**config.mk**
```make
export PLATFORM = sky130hd
export DESIGN_NAME = writeback_sequencer
export DESIGN_NICKNAME = d
export VERILOG_FILES = /design/src/rtl/wb_pkg.sv /design/src/rtl/wb_fifo.sv /design/src/rtl/writeback_sequencer.sv
export SDC_FILE = /design/constraint.sdc
export NUM_CORES = 1
export LEC_CHECK = 0
export CAP_MARGIN = 20
export CORE_MARGIN = 2
export CORE_UTILIZATION = 44
export DETAILED_ROUTE_END_ITERATION = 8
export PLACE_DENSITY = 0.73
export SYNTH_ARGS = -nofsm -noshare
export SYNTH_HDL_FRONTEND = slang
export SYNTH_SLANG_ARGS = --single-unit
```
**constraint.sdc**
```tcl
create_clock -name clock -period 2.85 [get_ports clock]
set_input_delay 0.285 -clock clock [delete_from_list [all_inputs] [get_ports clock]]
set_output_delay 0.285 -clock clock [all_outputs]
set_load 0.1 [all_outputs]
```
**src/rtl/wb_pkg.sv**
```systemverilog
// Shared widths and the queued write-back entry type for the writeback sequencer.
package wb_pkg;
  localparam int DATA_W = 32;
  localparam int ADDR_W = 6;

  typedef struct packed {
    logic [ADDR_W-1:0] rd;
    logic [DATA_W-1:0] data;
  } wb_entry_t;
endpackage

```
**src/rtl/wb_fifo.sv**
```systemverilog
// In-order queue of pending ALU write-backs; entries are also presented oldest-first
// (entries[0] is the head) with valid bits so the parent can search every pending value.
module wb_fifo
  import wb_pkg::*;
#(
  parameter int DEPTH = 2
) (
  input  logic                   clock,
  input  logic                   reset,
  input  logic                   push,
  input  wb_entry_t              push_entry,
  input  logic                   pop,
  output logic                   full,
  output logic                   empty,
  output wb_entry_t [DEPTH-1:0]  entries,
  output logic      [DEPTH-1:0]  entry_valid
);
  localparam int PTR_W = $clog2(DEPTH);

  wb_entry_t [DEPTH-1:0] mem;
  logic [PTR_W-1:0]      wr_ptr;
  logic [PTR_W-1:0]      rd_ptr;
  logic [PTR_W:0]        count;

  // Pointers wrap for free because DEPTH is a power of two.
  always_ff @(posedge clock) begin
    if (reset) begin
      wr_ptr <= '0;
      rd_ptr <= '0;
      count  <= '0;
    end else begin
      if (push) wr_ptr <= wr_ptr + 1'b1;
      if (pop)  rd_ptr <= rd_ptr + 1'b1;
      if (push && !pop)      count <= count + 1'b1;
      else if (pop && !push) count <= count - 1'b1;
    end
  end

  always_ff @(posedge clock) begin
    if (push) mem[wr_ptr] <= push_entry;
  end

  assign full  = (count == (PTR_W+1)'(DEPTH));
  assign empty = (count == '0);

  always_comb begin
    for (int i = 0; i < DEPTH; i++) begin
      entries[i]     = mem[rd_ptr + PTR_W'(i)];
      entry_valid[i] = ((PTR_W+1)'(i) < count);
    end
  end
endmodule

```
**src/rtl/writeback_sequencer.sv**
```systemverilog
// Register-file write port arbiter: loads first, then queued ALU results, then direct ALU.
// Define WB_BYPASS_EN to add rs/rt bypass lookup over all pending writes.
module writeback_sequencer
  import wb_pkg::*;
#(
  parameter int QDEPTH = 2
) (
  input  logic              clock,
  input  logic              reset,
  input  logic              alu_valid,
  input  logic [ADDR_W-1:0] alu_rd,
  input  logic [DATA_W-1:0] alu_data,
  output logic              alu_ready,
  input  logic              mem_valid,
  input  logic [ADDR_W-1:0] mem_rd,
  input  logic [DATA_W-1:0] mem_data,
  output logic              write,
  output logic [ADDR_W-1:0] rd,
  output logic [DATA_W-1:0] wdata,
  output logic              busy
`ifdef WB_BYPASS_EN
  ,
  input  logic [ADDR_W-1:0] rs,
  input  logic [ADDR_W-1:0] rt,
  output logic              fwd_rs_hit,
  output logic              fwd_rt_hit,
  output logic [DATA_W-1:0] fwd_rs_data,
  output logic [DATA_W-1:0] fwd_rt_data
`endif
);
  logic                   q_full;
  logic                   q_empty;
  logic                   q_push;
  logic                   q_pop;
  wb_entry_t [QDEPTH-1:0] q_entries;
  logic      [QDEPTH-1:0] q_valid;

  logic      mem_take;
  logic      alu_take;
  logic      issue;
  wb_entry_t issue_entry;

  // Writes to r0 are dropped at the door so they never occupy a slot.
  assign mem_take  = mem_valid && (mem_rd != '0);
  assign alu_ready = !q_full && !reset;
  assign alu_take  = alu_valid && alu_ready && (alu_rd != '0);

  always_comb begin
    issue       = 1'b0;
    issue_entry = '0;
    q_pop       = 1'b0;
    q_push      = 1'b0;
    if (mem_take) begin
      issue       = 1'b1;
      issue_entry = '{rd: mem_rd, data: mem_data};
    end else if (!q_empty) begin
      issue       = 1'b1;
      issue_entry = q_entries[0];
      q_pop       = 1'b1;
    end else if (alu_take) begin
      issue       = 1'b1;
      issue_entry = '{rd: alu_rd, data: alu_data};
    end
    q_push = alu_take && !(!mem_take && q_empty);
  end

  wb_fifo #(.DEPTH(QDEPTH)) u_fifo (
    .clock       (clock),
    .reset       (reset),
    .push        (q_push),
    .push_entry  ('{rd: alu_rd, data: alu_data}),
    .pop         (q_pop),
    .full        (q_full),
    .empty       (q_empty),
    .entries     (q_entries),
    .entry_valid (q_valid)
  );

  always_ff @(posedge clock) begin
    if (reset) begin
      write <= 1'b0;
      rd    <= '0;
      wdata <= '0;
    end else begin
      write <= issue;
      rd    <= issue_entry.rd;
      wdata <= issue_entry.data;
    end
  end

  assign busy = write || !q_empty;

`ifdef WB_BYPASS_EN
  logic [1:0][ADDR_W-1:0] fwd_addr;
  logic [1:0]             fwd_hit;
  logic [1:0][DATA_W-1:0] fwd_data;

  assign fwd_addr = {rt, rs};

  // Scan oldest to youngest so the youngest match overwrites earlier ones.
  always_comb begin
    fwd_hit  = '0;
    fwd_data = '0;
    for (int p = 0; p < 2; p++) begin
      if (write && (rd == fwd_addr[p])) begin
        fwd_hit[p]  = 1'b1;
        fwd_data[p] = wdata;
      end
      for (int i = 0; i < QDEPTH; i++) begin
        if (q_valid[i] && (q_entries[i].rd == fwd_addr[p])) begin
          fwd_hit[p]  = 1'b1;
          fwd_data[p] = q_entries[i].data;
        end
      end
      if (fwd_addr[p] == '0) begin
        fwd_hit[p]  = 1'b0;
        fwd_data[p] = '0;
      end
    end
  end

  assign fwd_rs_hit  = fwd_hit[0];
  assign fwd_rt_hit  = fwd_hit[1];
  assign fwd_rs_data = fwd_data[0];
  assign fwd_rt_data = fwd_data[1];
`else
  logic unused_bypass;
  assign unused_bypass = ^{q_entries, q_valid};
`endif
endmodule

```
==> results of run 1 <==
==> worst reg2reg max path: stages, from the launching register on <==
cell	delay (ns)
dfxtp_1	0.49
inv_1	0.12
a21oi_4	0.17
o2111ai_1	0.16
buf_4	0.19
nor2_4	0.44
buf_12	0.25
==> cell type report <==
class,instances,area share
Clock buffer,22,0.07091
Clock inverter,9,0.01916
Inverter,3,0.001725
Multi-Input combinational cell,183,0.2154
Sequential cell,119,0.4816
Tap cell,136,0.02606
Timing Repair Buffer,132,0.1851
==> per-layer routing <==
metal	wire (um)	vias to the layer above
li1	-	1524
met1	4640	1582
met2	5288	91
met3	508	5
met4	55	0
met5	0	-
==> state kept, by name, indices dropped and copies added (netlist names) <==
| register | cells |
|---|---|
| u_fifo.wr_ptr | 1 |
| rd | 6 |
| write | 1 |
| u_fifo.rd_ptr | 1 |
| u_fifo.count | 2 |
| u_fifo.mem | 76 |
| wdata | 32 |
==> worst min path at each step <==
stage | end | slack (ns) | cells after the start
6_report | u_fifo.wr_ptr$_SDFFE_PP0P_ | 0.39 | 5
4_1_cts | u_fifo.wr_ptr$_SDFFE_PP0P_ | 0.37 | 5
3_3_place_gp | u_fifo.wr_ptr$_SDFFE_PP0P_ | 0.50 | 1
3_5_place_dp | u_fifo.wr_ptr$_SDFFE_PP0P_ | 0.57 | 1
2_1_floorplan | u_fifo.mem[0]$_DFFE_PP_ | 0.38 | 0
5_1_grt | u_fifo.mem[62]$_DFFE_PP_ | 0.39 | 1
==> synth_stat cells <==
cell        n
nor4b_1     1
mux2i_1    39
a311oi_1    1
nor2_1     11
dfxtp_1    43
a211o_1    31
clkbuf_1   18
nand2_1     1
nor2b_1     1
a211oi_1    2
nor4_1      1
nor3_1     38
buf_6       3
o31ai_4     1
and3_1      1
or4_4       1
o21ai_0     3
xor2_1      2
nor3b_1    31
nand2b_1    1
o2111ai_1   1
a21oi_1     5
buf_2       5
ha_1        1
inv_1       3
or3_1       3
o31a_1      1
and2_1      1
edfxtp_1   76
or2_2       1
a221o_1     4
==> power by group <==
part	switching [mW]	internal, mW
logic	1.23	0.520
registers	0.121	2.04
clock network	0.693	1.39
total	2.04	3.95
==> stage by stage <==
step	util	worst slack, ns	hold WS, ns	total power, mW	instances
2_1_floorplan	-	0.09244	0.3839	3.484	331
3_3_place_gp	0.5716	0.05110	0.4972	3.908	571
3_5_place_dp	0.5754	0.02354	0.5665	3.941	573
4_1_cts	0.6324	0.5263	0.3662	6.040	604
5_1_grt	0.6324	0.4022	0.3879	6.195	604
6_report	0.6324	0.4976	0.3857	5.988	604
==> kinds of logic after synthesis <==
logic type / after synthesis / synth area share
buffers and inverters: 29 / 0.02954
and+or+nand+nor: 92 / 0.1168
adders and majority gates: 1 / 0.002685
AOI/OAI and AO/OA: 49 / 0.08888
muxes: 39 / 0.08378
DFF: 119 / 0.6745
xor gates and xnor gates: 2 / 0.003760
==> impl_metrics.toml, run 1 <==
[cts]
cts_buffer_depth = 2
cts_setup_buffers = 0
cts.sinks = 119
htree_levels = 4
clk_transition_reported_paths_ns = 0.05
cts_made_buffers = 17
postCtsHoldBufs = 0
cts.repair.resized = 0
cts_tree = "done"
clk_latency_ns = 0.50
cts_root_buffer = "clkbuf_8"

[global_routing]
grt_pass1_wl_um = 16770
grt_use_met1 = 0.2357
grt_start_max_net_pins = 43
met3_usage = 0.05228
grtUsageTotal = 0.1913
grt_pass1_vias = 3328
busiest_layer = "met2"
overflow = 0
grt_util_met2 = 0.3294
grt_antenna_before_repair = 0

[place]
dpl_cell_area_um2 = 5941
numPortBuffers = 120
dpl.hpwl_um = 6795
gp_congestion = 0.7697

[timing]
fin_crit_ns = 2.352
setup_viol = 0
worst_slew_pin_slew_ns = 0.7708
max-slew-margin-rel = 0.4861
timing.fmax_mhz = 425.1
clock_skew_ns = 0.01475
finalCritPeriodShare = 0.8254
rsz0062_at_grt = "false"
slew_violations = 0
tns_ns = 0
hold_viol_final = 0

[critical_path]
r2r-end = "u_fifo.mem[22]$_DFFE_PP_"
start_kind = "input pin"
regToRegSetupSlack_ns = 0.72
worst_ep_arrival_time_ns = 2.76
path_buf_inv = 2
crit_start = "mem_rd[0]"
critPathKind = "in -> reg"
slowest_delay_ns = 0.57
cp-endpoint = "u_fifo.count[1]$_SDFFE_PP0P_"
timing.rr.start = "u_fifo.count[0]$_SDFFE_PP0P_"
crit_cells = 8
crit_slowest_cell = "or4_4"
path_cells = "clkdlybuf4s50_1, or4_4, o31a_2, o2111ai_1, inv_1, ha_1, or3_1, a21oi_1"
critical_path_required_ns = 3.26
path_delay_family = "simple AND/OR/NAND/NOR gates"
crit_fanout = 3
ff2ff_path_depth = 6
end_kind = "register"

[synthesis]
synth_cell_type_count = 31
ys_seq_area_frac = 0.6745
syn-num-nets = 412
yosys.area.top_type = "edfxtp_1"
synth.avg_cell_area_um2 = 14.08
ys_seq_elements = 119
ys_warn_count = 0
syn_inst = 331
synth_top_area_share = 0.4898
synth.area.top_cells = "edfxtp_1 49%, dfxtp_1 18%, mux2i_1 8.4%, a211o_1 5.8%, nor3b_1 5.0%"
syn_area_um2 = 4659

[floorplanning]
dieWidth_um = 106.9
row_count = 37
dieArea_um2 = 11430
io_pins = 121
start_util = 0.4513
die_h_um = 106.9
core_area_um2 = 10320

[detailed_routing]
wl_per_cell_um = 17.37
drc = 0
routed_wl_um = 10490
vias = 3202
viasPerCell = 5.301
drt_pass1_iterations = 4
drt_iter0_drc = 128
drt.antenna.violating_nets = 0

[final_layout]
drive_gt1_frac = 0.1944
fin_area_um2 = 6529
area_growth_pct = 40.12
regArea_um2 = 3144
final_cell_mix = "78 x clkdlybuf4s50_1, 76 x edfxtp_1, 51 x buf_4"
final_common_cell = "clkdlybuf4s50_1"
final.fill_count = 791
nets = 537
antenna_cells = 0
multi_input_area_um2 = 1406

[power_and_ir_drop]
vdd_drop_max_v = 0.0005598
p_leak_nw = 2.490
powerDensity_nw_per_um2 = 917.2

[min_path]
holdCritPathClass = "in -> reg"
hold_start = "reset"

[outcome]
outcome = "complete, no violations"

[job]
maxCapViolCount = 0
Power figures use the tool's default switching activity.
==> run 2: changes to the inputs <==
--- a/config.mk
+++ b/config.mk
@@ -7,9 +7,9 @@
 export LEC_CHECK = 0
 export CAP_MARGIN = 20
 export CORE_MARGIN = 2
-export CORE_UTILIZATION = 44
+export CORE_UTILIZATION = 48
 export DETAILED_ROUTE_END_ITERATION = 8
-export PLACE_DENSITY = 0.73
+export PLACE_DENSITY = 0.76
 export SYNTH_ARGS = -nofsm -noshare
 export SYNTH_HDL_FRONTEND = slang
 export SYNTH_SLANG_ARGS = --single-unit
==> constraint.sdc (replaced) <==
create_clock -name clock -period 2.32 [get_ports clock]
set_input_delay 0.232 -clock clock [delete_from_list [all_inputs] [get_ports clock]]
set_output_delay 0.232 -clock clock [all_outputs]
set_load 0.1 [all_outputs]
==> run 2 against run 1 <==
  * Flip-flop and latch count unchanged
  * Sequential share of layout area decreased by 1.3 points
  * Sequential power is 23% higher
  * Critical path type unchanged
  * Highest routed layer unchanged
  * Final cell count is 1.7% higher
  * Critical path depth rose by 1
  * Critical endpoint unchanged
  * Hold slack lost 0.14 ns
  * Via count is 1.8% higher
  * Core utilization increased by 8.7 points
  * Non-clock buffer count up 16
==> impl_metrics.toml, run 2 (synthesis results as in run 1) <==
[timing]
timing.fmax_mhz = 440.0
hold_viol_final = 0
setup_viol = 0
fin_crit_ns = 2.273
clock_skew_ns = 0.01435
rsz0062_at_grt = "false"
finalCritPeriodShare = 0.9796
worst_slew_pin_slew_ns = 0.7663
slew_violations = 0
tns_ns = 0
max-slew-margin-rel = 0.4891
hold_ws_ns = 0.2443

[cts]
cts_buffer_depth = 2
cts_made_buffers = 17
cts.repair.resized = 0
cts_root_buffer = "clkbuf_8"
postCtsHoldBufs = 0
htree_levels = 4
cts_tree = "done"
clk_latency_ns = 0.51
cts.sinks = 119
cts_setup_buffers = 0
clk_transition_reported_paths_ns = 0.05

[detailed_routing]
drt_pass1_iterations = 4
drc = 0
drt_iter0_drc = 137
viasPerCell = 5.309
wl_per_cell_um = 18.34
drt.antenna.violating_nets = 0
routed_wl_um = 11260
vias = 3260

[global_routing]
busiest_layer = "met2"
grt_start_max_net_pins = 43
overflow = 0
met3_usage = 0.05356
grt_util_met2 = 0.3761
grt_pass1_vias = 3499
grt_antenna_before_repair = 0
grt_use_met1 = 0.2765
grtUsageTotal = 0.2220
grt_pass1_wl_um = 17300

[place]
gp_congestion = 0.8141
dpl.hpwl_um = 6964
numPortBuffers = 120
dpl_cell_area_um2 = 6095

[final_layout]
regArea_um2 = 3144
reg_top3 = "u_fifo.mem (76), wdata (32), rd (6)"
regMostFlops = "u_fifo.mem"
area_growth_pct = 43.93
final_common_cell = "clkdlybuf4s50_1"
nets = 553
multi_input_area_um2 = 1436
largest_reg_flops = 76
drive_gt1_frac = 0.2289
final_cell_mix = "78 x clkdlybuf4s50_1, 76 x edfxtp_1, 63 x buf_4"
antenna_cells = 0
fin_area_um2 = 6706
final.fill_count = 650

[critical_path]
start_kind = "input pin"
slowest_delay_ns = 0.56
critPathKind = "in -> reg"
critical_path_required_ns = 2.74
worst_ep_arrival_time_ns = 2.69
path_delay_family = "simple AND/OR/NAND/NOR gates"
path_cells = "clkdlybuf4s50_1, or4_4, o31a_2, o2111ai_4, inv_1, ha_4, xor2_1, or3_1, a21oi_1"
end_kind = "register"
crit_slowest_cell = "or4_4"
path_buf_inv = 2
crit_fanout = 2

[floorplanning]
io_pins = 121
die_h_um = 102.5
start_util = 0.4995
dieWidth_um = 102.5
row_count = 35
dieArea_um2 = 10510
core_area_um2 = 9328

[power_and_ir_drop]
p_leak_nw = 2.568
vdd_drop_max_v = 0.0005381
powerDensity_nw_per_um2 = 1105

[min_path]
holdCritPathClass = "in -> reg"

[outcome]
outcome = "complete, no violations"

[job]
maxCapViolCount = 0
-- run 2: worst min-delay path, cell delays in order --
cell and delay (ns):
buf_2 0.11, a21oi_4 0.05, o2111ai_4 0.06, buf_4 0.15, mux2i_1 0.09
-- run 2: layout make-up --
cell class	count	share of cell area
Clock buffer	20	0.06493
Clock inverter	12	0.01922
Inverter	3	0.002052
Multi-Input combinational cell	183	0.2142
Sequential cell	119	0.4688
Tap cell	129	0.02407
Timing Repair Buffer	148	0.2067
-- run 2: routing by layer --
| layer | part of all wire | up-vias |
|---|---|---|
| met3 | 0.055 | 14 |
| met1 | 0.43 | 1576 |
| li1 | - | 1564 |
| met5 | 0 | - |
| met4 | 0.014 | 0 |
| met2 | 0.50 | 106 |
-- run 2: per-stage QoR --
stage | util | setup slack (ns) | total power, mW | instances
after floorplan | - | -0.1433 | 4.317 | 331
after global placement | 0.6534 | -0.3346 | 4.932 | 580
after detailed placement | 0.6534 | -0.3813 | 4.969 | 580
after CTS | 0.7139 | 0.07494 | 7.438 | 612
after global routing | 0.7190 | 0.02037 | 7.684 | 614
final | 0.7190 | 0.04731 | 7.412 | 614
-- run 2: power by group --
part	switching (mW)	internal [mW]
combinational	1.55	0.741
sequential	0.155	2.50
clock	0.911	1.55
-- run 2: final timing paths --
path	from	to	slack, ns	cells past startpoint
min	reset	u_fifo.wr_ptr$_SDFFE_PP0P_	0.24	5
min reg2reg	u_fifo.wr_ptr$_SDFFE_PP0P_	u_fifo.wr_ptr$_SDFFE_PP0P_	0.58	1
max reg2reg	u_fifo.count[0]$_SDFFE_PP0P_	u_fifo.mem[54]$_DFFE_PP_	0.33	6
max	mem_rd[0]	u_fifo.count[1]$_SDFFE_PP0P_	0.05	9
